[config.mk]
export PLATFORM = sky130hd
export DESIGN_NAME = count_uart_tx_flat
export DESIGN_NICKNAME = d
export VERILOG_FILES = /design/src/rtl/count_uart_pkg.sv /design/src/rtl/count_uart_tx_if.sv /design/src/rtl/uart_bit_timer.sv /design/src/rtl/count_uart_tx.sv /design/src/flat_wrapper.sv
export SDC_FILE = /design/constraint.sdc
export NUM_CORES = 1
export LEC_CHECK = 0
export ABC_AREA = 1
export ABC_CLOCK_PERIOD_IN_PS = 3650
export CELL_PAD_IN_SITES_DETAIL_PLACEMENT = 0
export CELL_PAD_IN_SITES_GLOBAL_PLACEMENT = 1
export CORE_MARGIN = 2
export CORE_UTILIZATION = 44
export CTS_BUF_LIST = sky130_fd_sc_hd__clkbuf_2
export CTS_CLUSTER_DIAMETER = 100
export DETAILED_ROUTE_END_ITERATION = 8
export HOLD_SLACK_MARGIN = 0.05
export PLACE_DENSITY = 0.84
export SYNTH_ARGS = -nofsm -noshare
export SYNTH_HDL_FRONTEND = slang
export SYNTH_HIERARCHICAL = 1
export SYNTH_SLANG_ARGS = --single-unit
export TNS_END_PERCENT = 100
[constraint.sdc]
create_clock -name clk -period 3.65 [get_ports clk]
set_clock_uncertainty 0.1 [all_clocks]
set_input_delay 0.5475 -clock clk [delete_from_list [all_inputs] [get_ports clk]]
set_output_delay 0.5475 -clock clk [all_outputs]
set_load 0.1 [all_outputs]
[src/rtl/count_uart_pkg.sv]
// Shared types and constants for the counter UART serializer.
package count_uart_pkg;

  typedef enum logic [1:0] {
    IDLE  = 2'd0,
    START = 2'd1,
    DATA  = 2'd2,
    STOP  = 2'd3
  } state_t;

  localparam int FRAME_BITS = 10;

  // A width of zero is never allowed, even for the smallest bit period.
  function automatic int timer_width(input int n);
    return (n <= 2) ? 1 : $clog2(n);
  endfunction

endpackage

[src/rtl/count_uart_tx_if.sv]
// Byte-wide valid/ready handshake carrying the counter value into the serializer.
interface count_uart_tx_if #(
  parameter int DATA_W = 8
);
  logic [DATA_W-1:0] in_data;
  logic              in_valid;
  logic              in_ready;

  modport master (output in_data, output in_valid, input in_ready);
  modport slave  (input in_data, input in_valid, output in_ready);
endinterface

[src/rtl/uart_bit_timer.sv]
// Bit-period down-counter: bit_done_o pulses on the last cycle of each bit, then reloads.
module uart_bit_timer
  import count_uart_pkg::*;
#(
  parameter int CLKS_PER_BIT = 16
) (
  input  logic clk,
  input  logic rst_n,
  input  logic restart_i,
  output logic bit_done_o
);

  localparam int TW = timer_width(CLKS_PER_BIT);
  localparam logic [TW-1:0] LAST = TW'(CLKS_PER_BIT - 1);

  logic [TW-1:0] cnt_q, cnt_d;

  always_comb begin
    cnt_d      = cnt_q - 1'b1;
    bit_done_o = (cnt_q == '0) && !restart_i;
    if (restart_i || (cnt_q == '0)) begin
      cnt_d = LAST;
    end
  end

  always_ff @(posedge clk) begin
    if (!rst_n) begin
      cnt_q <= LAST;
    end else begin
      cnt_q <= cnt_d;
    end
  end

endmodule

[src/rtl/count_uart_tx.sv]
// 8N1 UART transmitter with a one-byte holding register for gapless back-to-back frames.
module count_uart_tx
  import count_uart_pkg::*;
#(
  parameter int CLKS_PER_BIT = 16,
  parameter int DATA_W       = 8
) (
  input  logic                clk,
  input  logic                rst_n,
  input  logic                ena,
  count_uart_tx_if.slave      in_if,
  output logic                tx,
  output logic                busy,
  output logic [7:0]          sent_cnt
);

  if (DATA_W != 8) begin : g_bad_data_w
    $error("count_uart_tx: DATA_W must be 8");
  end
  if (CLKS_PER_BIT < 2 || CLKS_PER_BIT > 65535) begin : g_bad_clks
    $error("count_uart_tx: CLKS_PER_BIT out of range 2..65535");
  end

  state_t     state_q, state_d;
  logic [7:0] hold_q, hold_d;
  logic       hold_full_q, hold_full_d;
  logic [7:0] shift_q, shift_d;
  logic [2:0] idx_q, idx_d;
  logic [2:0] idx_nxt;
  logic       tx_q, tx_d;
  logic [7:0] sent_q, sent_d;
  logic       bit_done;
  logic       accept;

  uart_bit_timer #(
    .CLKS_PER_BIT(CLKS_PER_BIT)
  ) u_bit_timer (
    .clk       (clk),
    .rst_n     (rst_n),
    .restart_i (state_q == IDLE),
    .bit_done_o(bit_done)
  );

  // Ready never depends on in_valid, so upstream may gate valid on ready freely.
  assign in_if.in_ready = rst_n & ena & ~hold_full_q;
  assign accept         = in_if.in_valid & in_if.in_ready;
  assign idx_nxt        = idx_q + 3'd1;

  always_comb begin
    state_d     = state_q;
    hold_d      = hold_q;
    hold_full_d = hold_full_q;
    shift_d     = shift_q;
    idx_d       = idx_q;
    tx_d        = tx_q;
    sent_d      = sent_q;

    if (accept) begin
      hold_d      = in_if.in_data;
      hold_full_d = 1'b1;
    end

    unique case (state_q)
      IDLE: begin
        tx_d = 1'b1;
        if (hold_full_q) begin
          shift_d     = hold_q;
          hold_full_d = 1'b0;
          tx_d        = 1'b0;
          state_d     = START;
        end
      end
      START: begin
        if (bit_done) begin
          state_d = DATA;
          idx_d   = 3'd0;
          tx_d    = shift_q[0];
        end
      end
      DATA: begin
        if (bit_done) begin
          if (idx_q == 3'd7) begin
            state_d = STOP;
            tx_d    = 1'b1;
          end else begin
            idx_d = idx_nxt;
            tx_d  = shift_q[idx_nxt];
          end
        end
      end
      STOP: begin
        if (bit_done) begin
          sent_d = sent_q + 8'd1;
          // A pending byte starts its start bit on the very next cycle.
          if (hold_full_q) begin
            shift_d     = hold_q;
            hold_full_d = 1'b0;
            tx_d        = 1'b0;
            state_d     = START;
          end else begin
            tx_d    = 1'b1;
            state_d = IDLE;
          end
        end
      end
      default: begin
        tx_d    = 1'b1;
        state_d = IDLE;
      end
    endcase
  end

  always_ff @(posedge clk) begin
    if (!rst_n) begin
      state_q     <= IDLE;
      hold_q      <= 8'h00;
      hold_full_q <= 1'b0;
      shift_q     <= 8'h00;
      idx_q       <= 3'd0;
      tx_q        <= 1'b1;
      sent_q      <= 8'h00;
    end else begin
      state_q     <= state_d;
      hold_q      <= hold_d;
      hold_full_q <= hold_full_d;
      shift_q     <= shift_d;
      idx_q       <= idx_d;
      tx_q        <= tx_d;
      sent_q      <= sent_d;
    end
  end

  assign tx       = tx_q;
  assign busy     = (state_q != IDLE);
  assign sent_cnt = sent_q;

endmodule

[src/flat_wrapper.sv]
// flat-port wrapper written by rule: the top's interface ports become plain ports
module count_uart_tx_flat import count_uart_pkg::*;
#(
  parameter int CLKS_PER_BIT = 16,
  parameter int DATA_W       = 8
)
  (clk, rst_n, ena, tx, busy, sent_cnt, in_if_in_data, in_if_in_valid, in_if_in_ready);
  count_uart_tx_if #(.DATA_W(DATA_W)) in_if_i ();
  input  logic clk;
  input  logic rst_n;
  input  logic ena;
  output logic tx;
  output logic busy;
  output logic [7:0] sent_cnt;
  input wire logic [$bits(in_if_i.in_data)-1:0] in_if_in_data;
  input wire logic [$bits(in_if_i.in_valid)-1:0] in_if_in_valid;
  output wire logic [$bits(in_if_i.in_ready)-1:0] in_if_in_ready;
  assign in_if_i.in_data = in_if_in_data;
  assign in_if_i.in_valid = in_if_in_valid;
  assign in_if_in_ready = in_if_i.in_ready;
  count_uart_tx #(.CLKS_PER_BIT(CLKS_PER_BIT), .DATA_W(DATA_W)) u_core (.clk(clk), .rst_n(rst_n), .ena(ena), .in_if(in_if_i), .tx(tx), .busy(busy), .sent_cnt(sent_cnt));
endmodule
==> results of run 1 <==
==> cells in the final DEF (no fill, tap or decap), drive strengths merged <==
cell type      count
nand2             48
dfxtp             35
inv               32
a21oi             29
clkdlybuf4s50     20
nor2              20
o21ai             19
nand3             16
ha                 9
clkbuf             5
buf                3
nand3b             2
clkinv             2
nor3               2
xor2               1
and3               1
nor3b              1
a31oi              1
nand4              1
xnor2              1
==> how the worst min path moves through the flow <==
stage / start / to / slack, ns / depth (start not counted)
after floorplan: u_core/u_bit_timer/cnt_q[0] / u_core/u_bit_timer/cnt_q[0] / 0.27 / 1
after global placement: u_core/u_bit_timer/cnt_q[0] / u_core/u_bit_timer/cnt_q[0] / 0.27 / 1
after detailed placement: u_core/u_bit_timer/cnt_q[0] / u_core/u_bit_timer/cnt_q[0] / 0.28 / 1
after CTS: u_core/u_bit_timer/cnt_q[0] / u_core/u_bit_timer/cnt_q[0] / 0.31 / 1
after global routing: u_core/u_bit_timer/cnt_q[0] / u_core/u_bit_timer/cnt_q[0] / 0.34 / 1
final: u_core/u_bit_timer/cnt_q[0] / u_core/u_bit_timer/cnt_q[0] / 0.31 / 1
==> through the flow <==
stage	area (µm²)	utilization, %	power (W)	hold WS, ns
CTS	1981	53.70	0.0009677	0.3133
global route	1981	53.70	0.001022	0.3403
floorplan	1695	-	0.0007268	0.2652
detailed placement	1947	52.78	0.0008012	0.2772
finish	1981	53.70	0.0009544	0.3069
global placement	1947	52.78	0.0008017	0.2724
==> state kept, by name, indices dropped and copies added, names as in the netlist <==
register,cells
u_core/hold_full_q,1
u_core/idx_q,3
u_core/hold_q,8
u_core/state_q,2
u_core/tx,1
u_core/u_bit_timer/cnt_q,4
u_core/shift_q,8
u_core/sent_cnt,8
==> cells by family (layout without fill, tap and decap cells) <==
group,after synthesis,count (layout),share of synthesized area (%)
adders and majority gates,9,9,6.642
and+or+nand+nor,91,91,25.76
buffers and inverters,37,62,8.930
AOI/OAI and AO/OA,49,49,16.31
DFF,35,35,41.33
xor gates and xnor gates,2,2,1.033
==> per-layer routing <==
metal  part of all wire [%]  global-route usage [%]
met5                      0                       0
met4                    1.8                   6.888
met3                    3.9                   4.600
met2                     42                   25.00
met1                     52                   22.60
==> report_power, final <==
group          total, W  internal, W  switching [W]
registers      0.000431     0.000410      0.0000208
logic          0.000361     0.000108       0.000253
clock network  0.000162    0.0000405       0.000122
==> layout make-up <==
cell class,count,area share (%)
sequential,35,35.38
multi-input combinational,151,42.58
clock buffer,5,1.263
tap,48,3.032
clock inverter,2,0.4422
inverter,32,6.064
timing repair buffer,23,11.24
==> out/summary.md, run 1 <==
GRT
- **initial antenna violation count** 0
- **total grt overflow** 0
- **first-pass GRT wire length** 5.540 mm
- **GRT Total Usage** 16.70%
- **vias in the first global route** 1,265
- **largest net degree at the start of global routing** 20

Synthesis
- **leading post-synthesis cells by instance count** nand2_1 (44), dfxtp_1 (35), inv_1 (30), a21oi_1 (26)
- **Yosys reg bits** 35
- **register area share after synthesis** 41.33%
- **Yosys warning count** 6
- **number of nets produced by synthesis** 244
- **top cells by area in the synthesized netlist** dfxtp_1 (41%), nand2_1 (9.7%), a21oi_1 (7.7%), ha_1 (6.6%), inv_1 (6.6%)
- **count of flip-flops with a built-in enable after synthesis** 0
- **asr flop ratio synth** 0%
- **cell type with the largest total area after synthesis** dfxtp_1
- **mean area per synthesized cell** 7.603 µm²
- **distinct cell type count after synthesis** 33
- **post-synthesis instance area** 1695 µm²
- **top-count cell post-synth** nand2_1
- **post-synth top area share** 41.33%
- **prevailing post-synth register cell** dfxtp_1
- **number of standard cells after synthesis** 223

Setup path
- **cells along the critical path** clkdlybuf4s50_1
- **Critical Path Stages** 1
- **critical register-to-register path endpoint** u_core/sent_cnt[6]
- **number of buffer and inverter instances along the worst setup path** 1
- **start point of the critical path** u_core/sent_cnt[3]
- **r2r worst-path depth** 8
- **worst setup path endpoint** sent_cnt[3]
- **reg-to-reg setup timing slack** 1.57 ns
- **crit start category** register
- **largest incremental delay on the critical path** 1.16 ns
- **type of the worst setup path** register to output port
- **capturing element type of the critical path** output port
- **largest fanout of any net on the critical path** 6
- **Crit path max-delay family** buffers and inverters
- **arrival time reported for the critical path endpoint** 1.96 ns
- **Reg2Reg Launch Point** u_core/state_q[0]
- **cell with the biggest individual delay on the critical path** clkdlybuf4s50_1
- **Critical Path RT** 3.00 ns

Power
- **peak supply drop** 218.2 µV
- **Lkg Pwr** 0.7698 nW
- **areal power density over the cells** 481.9 nW/µm²

STA
- **fmax** 383.3 MHz
- **RSZ-0062 raised after global routing** false
- **final setup violating endpoints** 0
- **number of max-slew violations in the final report** 0
- **worst rel slew slack** 35.36%
- **time the final worst path needs with I/O delays and setup** 2.609 ns
- **period utilization** 71.47%
- **final hold vios** 0
- **setup tns final** 0 ns
- **measured slew at the worst slew-check pin** 0.9665 ns
- **final setup slack of the worst path** 1.041 ns

Routing
- **routed wire length per instance** 10.44 µm
- **residual DRC count** 0
- **Post-Route WL** 3.089 mm
- **via/cell ratio** 4.750
- **DRT antenna net count** 0
- **total via count in the routed design** 1,406
- **length of the first detailed-routing pass in iterations** 4
- **1st-iter DRT viols** 77

Layout
- **Reg area** 700.7 µm²
- **share of post-route cells with drive strength above 1** 11.29%
- **final-layout fill cell count** 379
- **area used by multi-input combinational logic** 843.3 µm²
- **Syn-to-layout area delta** 16.83%
- **Final #Nets** 269
- **number of cells in the finished layout apart from fillers** 296
- **antenna cells** 0

Outcome
- **outcome** complete, no violations

Clock network
- **Clock Pin Slew Worst Setup and Hold Paths** 0.17 ns
- **number of buffers inserted during clock tree synthesis** 5
- **CTS resizes** 0
- **setup fix buffers added after clock tree synthesis** 0
- **CTS tree** built
- **clk sink count** 35
- **insertion delay to the later sink of the worst-skew pair** 0.36 ns
- **maximum level of the CTS H-tree** 2
- **Root Buffer Master** clkbuf_2
- **hold-fix buffers at CTS** 0
- **Bufs on Longest Clock Path** 2

Die
- **Chip Height** 66.08 µm
- **floorplan die width** 66.08 µm
- **Placement Rows** 22
- **placeable core region** 3689 µm²
- **number of top-level pins** 23
- **Die ar.** 4366 µm²
- **starting density of the core** 45.96%

Run
- **number of max-capacitance violations reported** 0

Place
- **Port Buffer Count** 22
- **Placement Setup Slack** 1.165 ns
- **last weighted congestion value of the routability-driven placer** 0.8163
- **# placed instances** 289
- **HPWL after DPL** 2.306 mm

Worst hold path
- **path category of the worst min-delay check** register to register

Power figures use the tool's default switching activity.
==> run 2, diff against run 1 <==
--- a/config.mk
+++ b/config.mk
@@ -6,16 +6,16 @@
 export NUM_CORES = 1
 export LEC_CHECK = 0
 export ABC_AREA = 1
-export ABC_CLOCK_PERIOD_IN_PS = 3650
+export ABC_CLOCK_PERIOD_IN_PS = 2550
 export CELL_PAD_IN_SITES_DETAIL_PLACEMENT = 0
 export CELL_PAD_IN_SITES_GLOBAL_PLACEMENT = 1
 export CORE_MARGIN = 2
-export CORE_UTILIZATION = 44
+export CORE_UTILIZATION = 41
 export CTS_BUF_LIST = sky130_fd_sc_hd__clkbuf_2
 export CTS_CLUSTER_DIAMETER = 100
 export DETAILED_ROUTE_END_ITERATION = 8
 export HOLD_SLACK_MARGIN = 0.05
-export PLACE_DENSITY = 0.84
+export PLACE_DENSITY = 0.79
 export SYNTH_ARGS = -nofsm -noshare
 export SYNTH_HDL_FRONTEND = slang
 export SYNTH_HIERARCHICAL = 1
==> constraint.sdc (replaced) <==
create_clock -name clk -period 2.55 [get_ports clk]
set_clock_uncertainty 0.1 [all_clocks]
set_input_delay 0.3825 -clock clk [delete_from_list [all_inputs] [get_ports clk]]
set_output_delay 0.3825 -clock clk [all_outputs]
set_load 0.1 [all_outputs]
==> run 2 against run 1 <==
Via count increased by 0.21%. Clock power rose by 56%. Utilization decreased by 4.2 points. Power is 46% higher. Setup slack lost 0.60 ns.
==> out/summary.md, run 2 (synthesis gave the netlist of run 1 again) <==
Outcome
- **outcome** complete, no violations

Clock network
- **maximum level of the CTS H-tree** 2, unchanged
- **CTS tree** built
- **number of buffers inserted during clock tree synthesis** 5, unchanged
- **hold-fix buffers at CTS** 0, unchanged
- **CTS resizes** 0, unchanged
- **Root Buffer Master** clkbuf_2
- **insertion delay to the later sink of the worst-skew pair** 0.38 ns, +0.02 ns
- **Clock Pin Slew Worst Setup and Hold Paths** 0.19 ns, +0.02 ns
- **setup fix buffers added after clock tree synthesis** 0, unchanged
- **Bufs on Longest Clock Path** 2, unchanged
- **clk sink count** 35, unchanged

STA
- **setup tns final** 0 ns, unchanged
- **period utilization** 82.65%
- **fmax** 474.5 MHz
- **number of max-slew violations in the final report** 0, unchanged
- **time the final worst path needs with I/O delays and setup** 2.108 ns
- **final setup violating endpoints** 0, unchanged
- **measured slew at the worst slew-check pin** 0.6416 ns, -0.3249 ns
- **RSZ-0062 raised after global routing** false
- **final hold vios** 0, unchanged
- **worst rel slew slack** 57.22%, +22 points

Place
- **HPWL after DPL** 2.359 mm, +2.3%
- **last weighted congestion value of the routability-driven placer** 0.8700, +6.6%
- **cell area reported after detailed placement** 1939 µm², -0.39%
- **Port Buffer Count** 22, unchanged

Routing
- **total via count in the routed design** 1,409, +0.21%
- **DRT antenna net count** 0, unchanged
- **routed wire length per instance** 10.75 µm, +3.0%
- **residual DRC count** 0, unchanged
- **length of the first detailed-routing pass in iterations** 4, unchanged
- **via/cell ratio** 4.712, -0.79%
- **Post-Route WL** 3.215 mm, +4.1%
- **1st-iter DRT viols** 51, -34%

Layout
- **share of post-route cells with drive strength above 1** 15.66%, +4.4 points
- **final-layout fill cell count** 422, +11%
- **Final #Nets** 269, unchanged
- **most frequent standard cell in the layout excluding fill and tap cells** nand2_1
- **commonest non-fill, non-tap cells in the layout** nand2_1 (44), dfxtp_1 (35), inv_1 (30), a21oi_1 (26)
- **Syn-to-layout area delta** 16.75%, about the same
- **antenna cells** 0, unchanged
- **post-route core utilization** 49.48%, -4.2 points
- **area of all placed cells without fillers** 1979 µm², about the same

Setup path
- **type of the worst setup path** register to register
- **reg-to-reg setup timing slack** 0.44 ns, -1.13 ns
- **arrival time reported for the critical path endpoint** 2.28 ns, +0.32 ns
- **capturing element type of the critical path** register
- **Critical Path RT** 2.72 ns, -0.28 ns
- **critical register-to-register path endpoint** u_core/sent_cnt[7]
- **largest fanout of any net on the critical path** 5, -1
- **crit start category** register
- **r2r worst-path depth** 10, +2
- **Reg2Reg Launch Point** u_core/state_q[0]

Power
- **Lkg Pwr** 0.7963 nW, +3.4%
- **areal power density over the cells** 706.0 nW/µm², +47%
- **overall power consumption** 0.001397 W, +46%
- **peak supply drop** 282.3 µV, +29%

Die
- **Die ar.** 4666 µm², +6.9%
- **floorplan die width** 68.31 µm, +3.4%
- **Placement Rows** 23, +4.5%
- **number of top-level pins** 23, unchanged
- **Chip Height** 68.31 µm, +3.4%
- **starting density of the core** 42.38%, -3.6 points
- **placeable core region** 4000 µm², +8.4%

Worst hold path
- **worst-case hold path end point** u_core/u_bit_timer/cnt_q[0]
- **startpoint of the tightest hold check path** u_core/u_bit_timer/cnt_q[0]
- **hold path cells** 1, unchanged
- **path category of the worst min-delay check** register to register

GRT
- **vias in the first global route** 1,284, +1.5%
- **total grt overflow** 0, unchanged
- **GRT Total Usage** 16.35%, -0.35 points
- **initial antenna violation count** 0, unchanged
- **first-pass GRT wire length** 5.754 mm, +3.9%
- **largest net degree at the start of global routing** 19, -5.0%

Run
- **number of max-capacitance violations reported** 0, unchanged

## run 2: changes by cell type in the layout (fill, tap and decap cells not counted), sizes merged
cell | previous run | this run
buf | 3 | 12
clkdlybuf4s50 | 20 | 11
clkinv | 2 | 3
## run 2: power breakdown
| group | switching (W) | internal [W] |
|---|---|---|
| logic | 0.000373 | 0.000156 |
| registers | 0.0000290 | 0.000588 |
| clock network | 0.000189 | 0.0000630 |
## run 2: worst max-delay path by stage
stage	slack [ns]	start	to	cells past startpoint
global route	0.26	u_core/state_q[0]	u_core/sent_cnt[6]	8
finish	0.44	u_core/state_q[0]	u_core/sent_cnt[7]	10
floorplan	0.47	u_core/state_q[0]	u_core/state_q[0]	8
detailed placement	0.52	u_core/state_q[0]	u_core/sent_cnt[7]	10
CTS	0.47	u_core/state_q[0]	busy	4
global placement	0.58	u_core/state_q[0]	u_core/sent_cnt[7]	10
## run 2: per-stage QoR
stage	hold slack [ns]	setup slack [ns]	instances
after floorplan	0.2652	0.4671	223
after global placement	0.2748	0.5842	291
after detailed placement	0.2757	0.5234	291
after CTS	0.3158	0.4678	299
after global routing	0.3650	0.2608	299
final	0.3152	0.4424	299
## run 2: critical path: stages, from the launching register on
cell,delay (ns)
dfxtp_1,0.44
inv_1,0.10
ha_1,0.27
nor2_1,0.31
nand2_2,0.14
inv_2,0.10
nand2_2,0.07
nor2_4,0.13
nand4_1,0.11
o21ai_0,0.17
a21oi_1,0.06
## run 2: metal layers
metal,wire length [µm],vias up,global-route usage (%)
li1,-,769,-
met1,1678,608,21.95
met2,1338,28,24.76
met3,159,4,4.770
met4,38,0,6.000
met5,0,-,0
## run 2: area by class of cell
class | count | area (µm²) | share of cell area, %
Inverter | 32 | 120.1 | 6.068
Timing Repair Buffer | 23 | 212.7 | 10.75
Clock inverter | 3 | 15.01 | 0.7585
Tap cell | 50 | 62.56 | 3.161
Sequential cell | 35 | 700.7 | 35.40
Multi-Input combinational cell | 151 | 843.3 | 42.60
Clock buffer | 5 | 25.02 | 1.264
==> run 3, diff against run 2 <==
--- a/config.mk
+++ b/config.mk
@@ -6,7 +6,7 @@
 export NUM_CORES = 1
 export LEC_CHECK = 0
 export ABC_AREA = 1
-export ABC_CLOCK_PERIOD_IN_PS = 2550
+export ABC_CLOCK_PERIOD_IN_PS = 2180
 export CELL_PAD_IN_SITES_DETAIL_PLACEMENT = 0
 export CELL_PAD_IN_SITES_GLOBAL_PLACEMENT = 1
 export CORE_MARGIN = 2
==> constraint.sdc (replaced) <==
create_clock -name clk -period 2.18 [get_ports clk]
set_clock_uncertainty 0.1 [all_clocks]
set_input_delay 0.327 -clock clk [delete_from_list [all_inputs] [get_ports clk]]
set_output_delay 0.327 -clock clk [all_outputs]
set_load 0.1 [all_outputs]
==> run 3 against run 2 <==
Sequential cell count stayed put. Utilization is 0.63 points higher. Largest power group unchanged. Critical path depth decreased by 6. Highest routed layer unchanged. Critical path type is now register to output port. Largest cell class unchanged. Sequential power increased by 17%.
==> out/summary.md, run 3 (synthesis gave the netlist of run 1 again) <==
GRT
- **vias in the first global route** 1,303, +1.5%
- **met1 usage** 21.22%, -0.73 points
- **Global Route met3 Usage** 5.263%, +0.49 points
- **largest net degree at the start of global routing** 19, unchanged
- **total grt overflow** 0, unchanged
- **met2 layer usage reported by global route** 24.64%, -0.12 points
- **GRT Total Usage** 16.28%, -0.068 points
- **initial antenna violation count** 0, unchanged
- **first-pass GRT wire length** 5.630 mm, -2.2%
- **layer with the highest usage** met2

Clock network
- **Bufs on Longest Clock Path** 2, unchanged
- **clk sink count** 35, unchanged
- **setup fix buffers added after clock tree synthesis** 0, unchanged
- **insertion delay to the later sink of the worst-skew pair** 0.38 ns, about the same
- **maximum level of the CTS H-tree** 2, unchanged
- **Root Buffer Master** clkbuf_2
- **Clock Pin Slew Worst Setup and Hold Paths** 0.18 ns, about the same
- **CTS resizes** 0, unchanged
- **hold-fix buffers at CTS** 0, unchanged
- **CTS tree** built
- **number of buffers inserted during clock tree synthesis** 5, unchanged

Setup path
- **Reg2Reg Launch Point** u_core/state_q[0]
- **critical register-to-register path endpoint** u_core/sent_cnt[7]
- **crit start category** register
- **r2r worst-path depth** 10, unchanged
- **capturing element type of the critical path** output port
- **reg-to-reg setup timing slack** 0.24 ns, -0.20 ns
- **Critical Path RT** 1.75 ns, -0.97 ns
- **type of the worst setup path** register to output port
- **arrival time reported for the critical path endpoint** 1.57 ns, -0.71 ns
- **worst setup path endpoint** busy
- **start point of the critical path** u_core/state_q[0]
- **largest fanout of any net on the critical path** 5, unchanged

Die
- **placeable core region** 4000 µm², unchanged
- **Placement Rows** 23, unchanged
- **Chip Height** 68.31 µm, unchanged
- **Die ar.** 4666 µm², unchanged
- **starting density of the core** 42.38%, unchanged
- **number of top-level pins** 23, unchanged
- **floorplan die width** 68.31 µm, unchanged

Routing
- **routed wire length per instance** 10.73 µm, -0.18%
- **1st-iter DRT viols** 54, +5.9%
- **length of the first detailed-routing pass in iterations** 4, unchanged
- **residual DRC count** 0, unchanged
- **total via count in the routed design** 1,370, -2.8%
- **Post-Route WL** 3.220 mm, +0.16%
- **via/cell ratio** 4.567, -3.1%
- **DRT antenna net count** 0, unchanged

Place
- **# placed instances** 292, +0.34%
- **last weighted congestion value of the routability-driven placer** 0.7379, -15%
- **cell area reported after detailed placement** 1959 µm², +1.0%
- **Port Buffer Count** 22, unchanged
- **HPWL after DPL** 2.371 mm, +0.50%

STA
- **final hold vios** 0, unchanged
- **measured slew at the worst slew-check pin** 0.6376 ns, -0.004021 ns
- **time the final worst path needs with I/O delays and setup** 1.994 ns
- **RSZ-0062 raised after global routing** false
- **fmax** 501.6 MHz
- **period utilization** 91.45%
- **final setup violating endpoints** 0, unchanged
- **worst rel slew slack** 57.49%, +0.27 points
- **setup tns final** 0 ns, unchanged
- **number of max-slew violations in the final report** 0, unchanged

Layout
- **number of cells in the finished layout apart from fillers** 300, +0.33%
- **antenna cells** 0, unchanged
- **Final #Nets** 270, +0.37%
- **final-layout fill cell count** 395, -6.4%
- **area of all placed cells without fillers** 2004 µm², +1.3%
- **share of post-route cells with drive strength above 1** 15.60%, -0.063 points
- **Syn-to-layout area delta** 18.23%
- **post-route core utilization** 50.11%, +0.63 points
- **most frequent standard cell in the layout excluding fill and tap cells** nand2_1
- **commonest non-fill, non-tap cells in the layout** nand2_1 (44), dfxtp_1 (35), inv_1 (30), a21oi_1 (26)

Outcome
- **outcome** complete, no violations

Power
- **share of total power consumed by net switching** 41.44%, -0.87 points
- **Lkg Pwr** 0.8008 nW, +0.57%
- **proportion of power drawn by flip-flops and latches** 43.2%, -0.9 points
- **total net switching power** 0.0006932 W, +17%
- **proportion of power drawn by the clock network** 17.3%, -0.8 points
- **peak supply drop** 395.5 µV, +40%
- **overall power consumption** 0.001673 W, +20%
- **areal power density over the cells** 834.5 nW/µm², +18%
- **internal power component** 0.0009795 W, +21%
- **combinational fraction of design power** 39.4%, +1.6 points

Worst hold path
- **path category of the worst min-delay check** register to register
- **startpoint of the tightest hold check path** u_core/u_bit_timer/cnt_q[0]

Run
- **number of max-capacitance violations reported** 0, unchanged

run 3: critical path, stage by stage, from the launching register on:
cell	delay (ns)
dfxtp_1	0.44
inv_1	0.11
ha_1	0.30
inv_1	0.15
buf_12	0.18
run 3: area by class of cell:
type / count / area (µm²) / area share (%)
sequential: 35 / 700.7 / 34.96
inverter: 32 / 120.1 / 5.993
tap: 50 / 62.56 / 3.121
clock inverter: 2 / 7.507 / 0.3745
multi-input combinational: 151 / 850.8 / 42.45
timing repair buffer: 24 / 232.7 / 11.61
clock buffer: 6 / 30.03 / 1.498
run 3: through the flow:
step           setup slack [ns]  hold slack, ns
6_report                 0.1865          0.3094
5_1_grt                 0.06579          0.3626
4_1_cts                 0.09830          0.3153
3_5_place_dp             0.1393          0.2761
3_3_place_gp             0.2345          0.2725
2_1_floorplan           0.09708          0.2652
run 3: power groups by stage:
stage	combinational [W]	clock [W]	sequential [W]
global route	0.000737	0.000333	0.000731
floorplan	0.000419	0	0.000797
global placement	0.000659	0	0.000736
detailed placement	0.000653	0	0.000737
finish	0.000660	0.000290	0.000723
CTS	0.000656	0.000309	0.000724
run 3: how the worst min path moves through the flow:
stage | end | depth (start not counted)
2_1_floorplan | u_core/u_bit_timer/cnt_q[0] | 1
3_3_place_gp | u_core/u_bit_timer/cnt_q[0] | 1
3_5_place_dp | u_core/u_bit_timer/cnt_q[0] | 1
4_1_cts | u_core/u_bit_timer/cnt_q[0] | 1
5_1_grt | u_core/u_bit_timer/cnt_q[0] | 1
6_report | u_core/u_bit_timer/cnt_q[0] | 1
run 3: routing by layer:
layer | vias up | routed length [µm]
met5 | - | 0
met4 | 0 | 58
met3 | 5 | 127
met2 | 23 | 1343
met1 | 571 | 1690
li1 | 771 | -
==> RTL edit 1: new RTL, flow settings as in run 2 <==
Take the reset off `hold_q` and `shift_q` and load them in a clocked block of their own.
--- a/src/rtl/count_uart_tx.sv
+++ b/src/rtl/count_uart_tx.sv
@@ -113,21 +113,22 @@
   always_ff @(posedge clk) begin
     if (!rst_n) begin
       state_q     <= IDLE;
-      hold_q      <= 8'h00;
       hold_full_q <= 1'b0;
-      shift_q     <= 8'h00;
       idx_q       <= 3'd0;
       tx_q        <= 1'b1;
       sent_q      <= 8'h00;
     end else begin
       state_q     <= state_d;
-      hold_q      <= hold_d;
       hold_full_q <= hold_full_d;
-      shift_q     <= shift_d;
       idx_q       <= idx_d;
       tx_q        <= tx_d;
       sent_q      <= sent_d;
     end
+  end
+
+  always_ff @(posedge clk) begin
+    hold_q  <= hold_d;
+    shift_q <= shift_d;
   end
 
   assign tx       = tx_q;
Function: no difference found for any inputs over 10 cycles, from zero or initial values and one cycle with rst_n low; that may be too few to reach the edited logic, so the function may still have changed.
==> RTL edit 1 against run 2 <==
  * First-iteration DRC count rose by 39%
  * Area after synthesis is 4.4% lower
  * Critical path depth down 6
  * Final area fell by 0.44%
  * Setup slack better by 0.021 ns
  * Sequential cell count unchanged
  * Clock power is 46% higher
  * Fmax rose by 1.0%
  * Synthesized cell count decreased by 17%
  * Total power up 8.8%
  * Routed wire length down 12%
  * Sequential share of layout area grew 8.3 points
  * Hold slack got worse by 0.0014 ns
  * Combinational power down 4.9%
==> RTL edit 1: results (changes against run 2) <==
* Outcome: complete, no violations (unchanged)
* Metal-1 WL at 1280 microns (was 1680 microns)
* Nonclk buf count at 24 (was 23)
* GRT met3 Usage at 0.0473 (was 0.0477)
* Post-Synth Adder-Cell Area at 0.0695 (was 0.0664)
* Sw frac at 0.378 (was 0.423)
* Overall Global Routing Usage at 0.148 (was 0.164)
* Post-synthesis xor/xnor area fraction at 0.00541 (was 0.0103)
* Sequential cell area at 861 sq um (was 701 sq um)
* Metal2 WL at 1360 microns (was 1340 microns)
* HPWL after DPL at 2220 microns (was 2360 microns)
* Cell variety after synth at 24 (was 33)
* Post-synth top cells: nand2_1 (48), inv_1 (27), dfxtp_1 (19) (was nand2_1 (44), dfxtp_1 (35), inv_1 (30))
* Vias in the first global route at 1189 (was 1284)
* Via Count at 1255 (was 1409)
* Area of the multi-input gates at 651 sq um (was 843 sq um)
* Pleak at 0.819 nW (was 0.796 nW)
* First-pass GRT wire length at 4880 microns (was 5750 microns)
* Seq pwr share at 0.427 (was 0.441)
* Gp weighted congestion at 0.759 (was 0.870)
* Invs w/o clock at 28 (was 32)
* Layout Nets at 235 (was 269)
* Combinational Power Share at 0.330 (was 0.378)
* Top Family by Delay on Critical Path: buffers and inverters (was simple AND/OR/NAND/NOR gates)
* Routed wl met3 at 145 microns (was 159 microns)
* DR iter-0 viols at 71 (was 51)
* Sequential-to-total area share from yosys stat at 0.531 (was 0.413)
* Syn Nets at 205 (was 244)
* Area contributors post-synth: edfxtp_1 (30%), dfxtp_1 (23%), nand2_1 (11%) (was dfxtp_1 (41%), nand2_1 (9.7%), a21oi_1 (7.7%))
* Pin count of the biggest net entering global routing at 14 (was 19)
* Wire per inst at 10.7 microns (was 10.8 microns)
## RTL edit 1: changes by cell type after synthesis, moves of 4 or more
| cell | run 2 | this run |
|---|---|---|
| o21ai_0 | 15 | 8 |
| nand2_1 | 44 | 48 |
| a21oi_1 | 26 | 12 |
| nand3_1 | 15 | 8 |
| edfxtp_1 | 0 | 16 |
| dfxtp_1 | 35 | 19 |
## RTL edit 1: stage by stage
step,area [sq um],util
global route,1970,0.526
global placement,1900,0.507
CTS,1970,0.526
floorplan,1620,-
detailed placement,1900,0.507
finish,1970,0.526
## RTL edit 1: worst paths after layout
kind / slack, ns / startpoint / endpoint / cells past startpoint
worst max-delay path: 0.46 / u_core/state_q[0] / busy / 4
worst min-delay path: 0.31 / u_core/u_bit_timer/cnt_q[0] / u_core/u_bit_timer/cnt_q[0] / 1
worst max register to register: 0.51 / u_core/state_q[0] / u_core/sent_cnt[5] / 10
worst min register to register: 0.31 / u_core/u_bit_timer/cnt_q[0] / u_core/u_bit_timer/cnt_q[0] / 1
==> RTL edit 2: new RTL, flow settings as in run 2 <==
Made on the original files. `CLKS_PER_BIT` is set to 16 in 3 places; all go to 15.
--- a/src/rtl/uart_bit_timer.sv
+++ b/src/rtl/uart_bit_timer.sv
@@ -2,7 +2,7 @@
 module uart_bit_timer
   import count_uart_pkg::*;
 #(
-  parameter int CLKS_PER_BIT = 16
+  parameter int CLKS_PER_BIT = 15
 ) (
   input  logic clk,
   input  logic rst_n,
--- a/src/rtl/count_uart_tx.sv
+++ b/src/rtl/count_uart_tx.sv
@@ -2,7 +2,7 @@
 module count_uart_tx
   import count_uart_pkg::*;
 #(
-  parameter int CLKS_PER_BIT = 16,
+  parameter int CLKS_PER_BIT = 15,
   parameter int DATA_W       = 8
 ) (
   input  logic                clk,
--- a/src/flat_wrapper.sv
+++ b/src/flat_wrapper.sv
@@ -1,7 +1,7 @@
 // flat-port wrapper written by rule: the top's interface ports become plain ports
 module count_uart_tx_flat import count_uart_pkg::*;
 #(
-  parameter int CLKS_PER_BIT = 16,
+  parameter int CLKS_PER_BIT = 15,
   parameter int DATA_W       = 8
 )
   (clk, rst_n, ena, tx, busy, sent_cnt, in_if_in_data, in_if_in_valid, in_if_in_ready);
Formal check against the unedited RTL: same outputs for any inputs over 10 cycles, from zero or initial values and one cycle with rst_n low; that may be too few to reach the edited logic, so the function may still have changed.
==> RTL edit 2 against run 2 <==
  * First-iteration DRC count decreased by 18%
  * Total power shrank 0.25%
  * Area after synthesis fell by 0.44%
  * Sequential cell count unchanged
  * Setup slack gained 0.065 ns
  * Final area fell by 0.70%
  * Synthesized cell count increased by 0.45%
  * Routed wire length down 2.0%
  * Critical endpoint unchanged
  * Largest power group unchanged
==> RTL edit 2: results (changes against run 2) <==
* Outcome: complete, no violations (unchanged)
* Max VDD drop at 286 uV (was 282 uV)
* Pin count of the biggest net entering global routing at 20 (was 19)
* Multi-input gate share of total cell area at 0.425 (was 0.426)
* Vias in the first global route at 1276 (was 1284)
* HPWL after DPL at 2360 microns (about the same)
* Post-CTS Setup Bufs at 0 (unchanged)
* Pleak at 0.780 nW (was 0.796 nW)
* Wire per inst at 10.5 microns (was 10.8 microns)
* Root buf cell: clkbuf_2 (unchanged)
* Multi-In Gates at 152 (was 151)
* Hold Startpoint: u_core/u_bit_timer/cnt_q[0] (unchanged)
* Clock-cell share of area at 0.0172 (was 0.0202)
* Area contributors post-synth: dfxtp_1 (42%), nand2_1 (9.6%), a21oi_1 (7.7%) (was dfxtp_1 (41%), nand2_1 (9.7%), a21oi_1 (7.7%))
* Worst-path clk slew at 0.15 ns (was 0.19 ns)
* Invs w/o clock at 32 (unchanged)
* Vias per cell at 4.70 (was 4.71)
* Reg2Reg Setup Slack at 0.51 ns (was 0.44 ns)
* NonClk Buf Share at 0.108 (was 0.107)
* DP Cell Count at 292 (was 291)
* Non-filler cells, final at 299 (unchanged)
* Sequential-to-total area share from yosys stat at 0.415 (was 0.413)
* Compound-gate portion of the synthesized area at 0.159 (was 0.163)
* H-Tree Depth at 2 (unchanged)
* CP Class: reg2reg (unchanged)
* Number of fill cells in the layout at 429 (was 422)
* Slowest stage cell, crit path: dfxtp_1 (unchanged)
* Sequential Power at 0.624 mW (was 0.617 mW)
* Cell variety after synth at 31 (was 33)
* Post-synth top flop: dfxtp_1 (unchanged)
* Final period util at 0.801 (was 0.827)
* Seq Cell Count at 35 (unchanged)
* Sw Pwr at 0.583 mW (was 0.591 mW)
* Post-synth top cells: nand2_1 (43), dfxtp_1 (35), inv_1 (30) (was nand2_1 (44), dfxtp_1 (35), inv_1 (30))
* First-pass GRT wire length at 5540 microns (was 5750 microns)
* N_diodes at 0 (unchanged)
* Sw frac at 0.418 (was 0.423)
* Post-synthesis xor/xnor area fraction at 0.0104 (was 0.0103)
* Syn Nets at 245 (was 244)
* Initial antenna violation count at 0 (unchanged)
* Pre-CTS setup slack at 0.531 ns (was 0.523 ns)
* Post-Syn Instances at 224 (was 223)
* Top Family by Delay on Critical Path: simple AND/OR/NAND/NOR gates (unchanged)
* HP Class: reg2reg (unchanged)
* Post-synthesis mux area share at 0 (unchanged)
* DR iter-0 viols at 42 (was 51)
* Synth async-reset ratio at 0 (unchanged)
* Share of layout cells above drive strength 1 at 0.145 (was 0.157)
* Overall Global Routing Usage at 0.161 (was 0.164)
* Dpl cell area at 0.00193 sq mm (was 0.00194 sq mm)
* Post-CTS Resized at 0 (unchanged)
* Core area at 0.00397 sq mm (was 0.00400 sq mm)
* Post-Synth Adder-Cell Area at 0.0667 (was 0.0664)
* Gp weighted congestion at 0.848 (was 0.870)
* Fin util at 0.495 (about the same)
* Slew margin rel. at 0.569 (was 0.572)
* Combinational Power Share at 0.389 (was 0.378)
* Arrival time at the worst endpoint at 2.21 ns (was 2.28 ns)
* Layout Nets at 270 (was 269)
==> RTL edit 2: cell types whose count changed in the layout (fill, tap and decap cells not counted) <==
cell,delta
a21oi_4,-1
nand3_2,-1
nand2_1,-1
a21oi_2,+1
clkinv_2,-2
nor2_1,+1
nand3_1,+2
clkinv_1,+1
==> RTL edit 2: routing by layer <==
layer,track usage,wire [microns],up-vias
li1,-,-,771
met1,0.215,1710,609
met2,0.240,1260,20
met3,0.0493,120,5
met4,0.0675,55,0
met5,0,0,-
==> RTL edit 2: worst min path at each step <==
stage,endpoint,slack (ns)
after detailed placement,u_core/u_bit_timer/cnt_q[0],0.30
after global placement,u_core/u_bit_timer/cnt_q[0],0.30
after CTS,u_core/u_bit_timer/cnt_q[0],0.32
after global routing,u_core/u_bit_timer/cnt_q[0],0.34
after floorplan,u_core/u_bit_timer/cnt_q[0],0.29
final,u_core/u_bit_timer/cnt_q[0],0.32
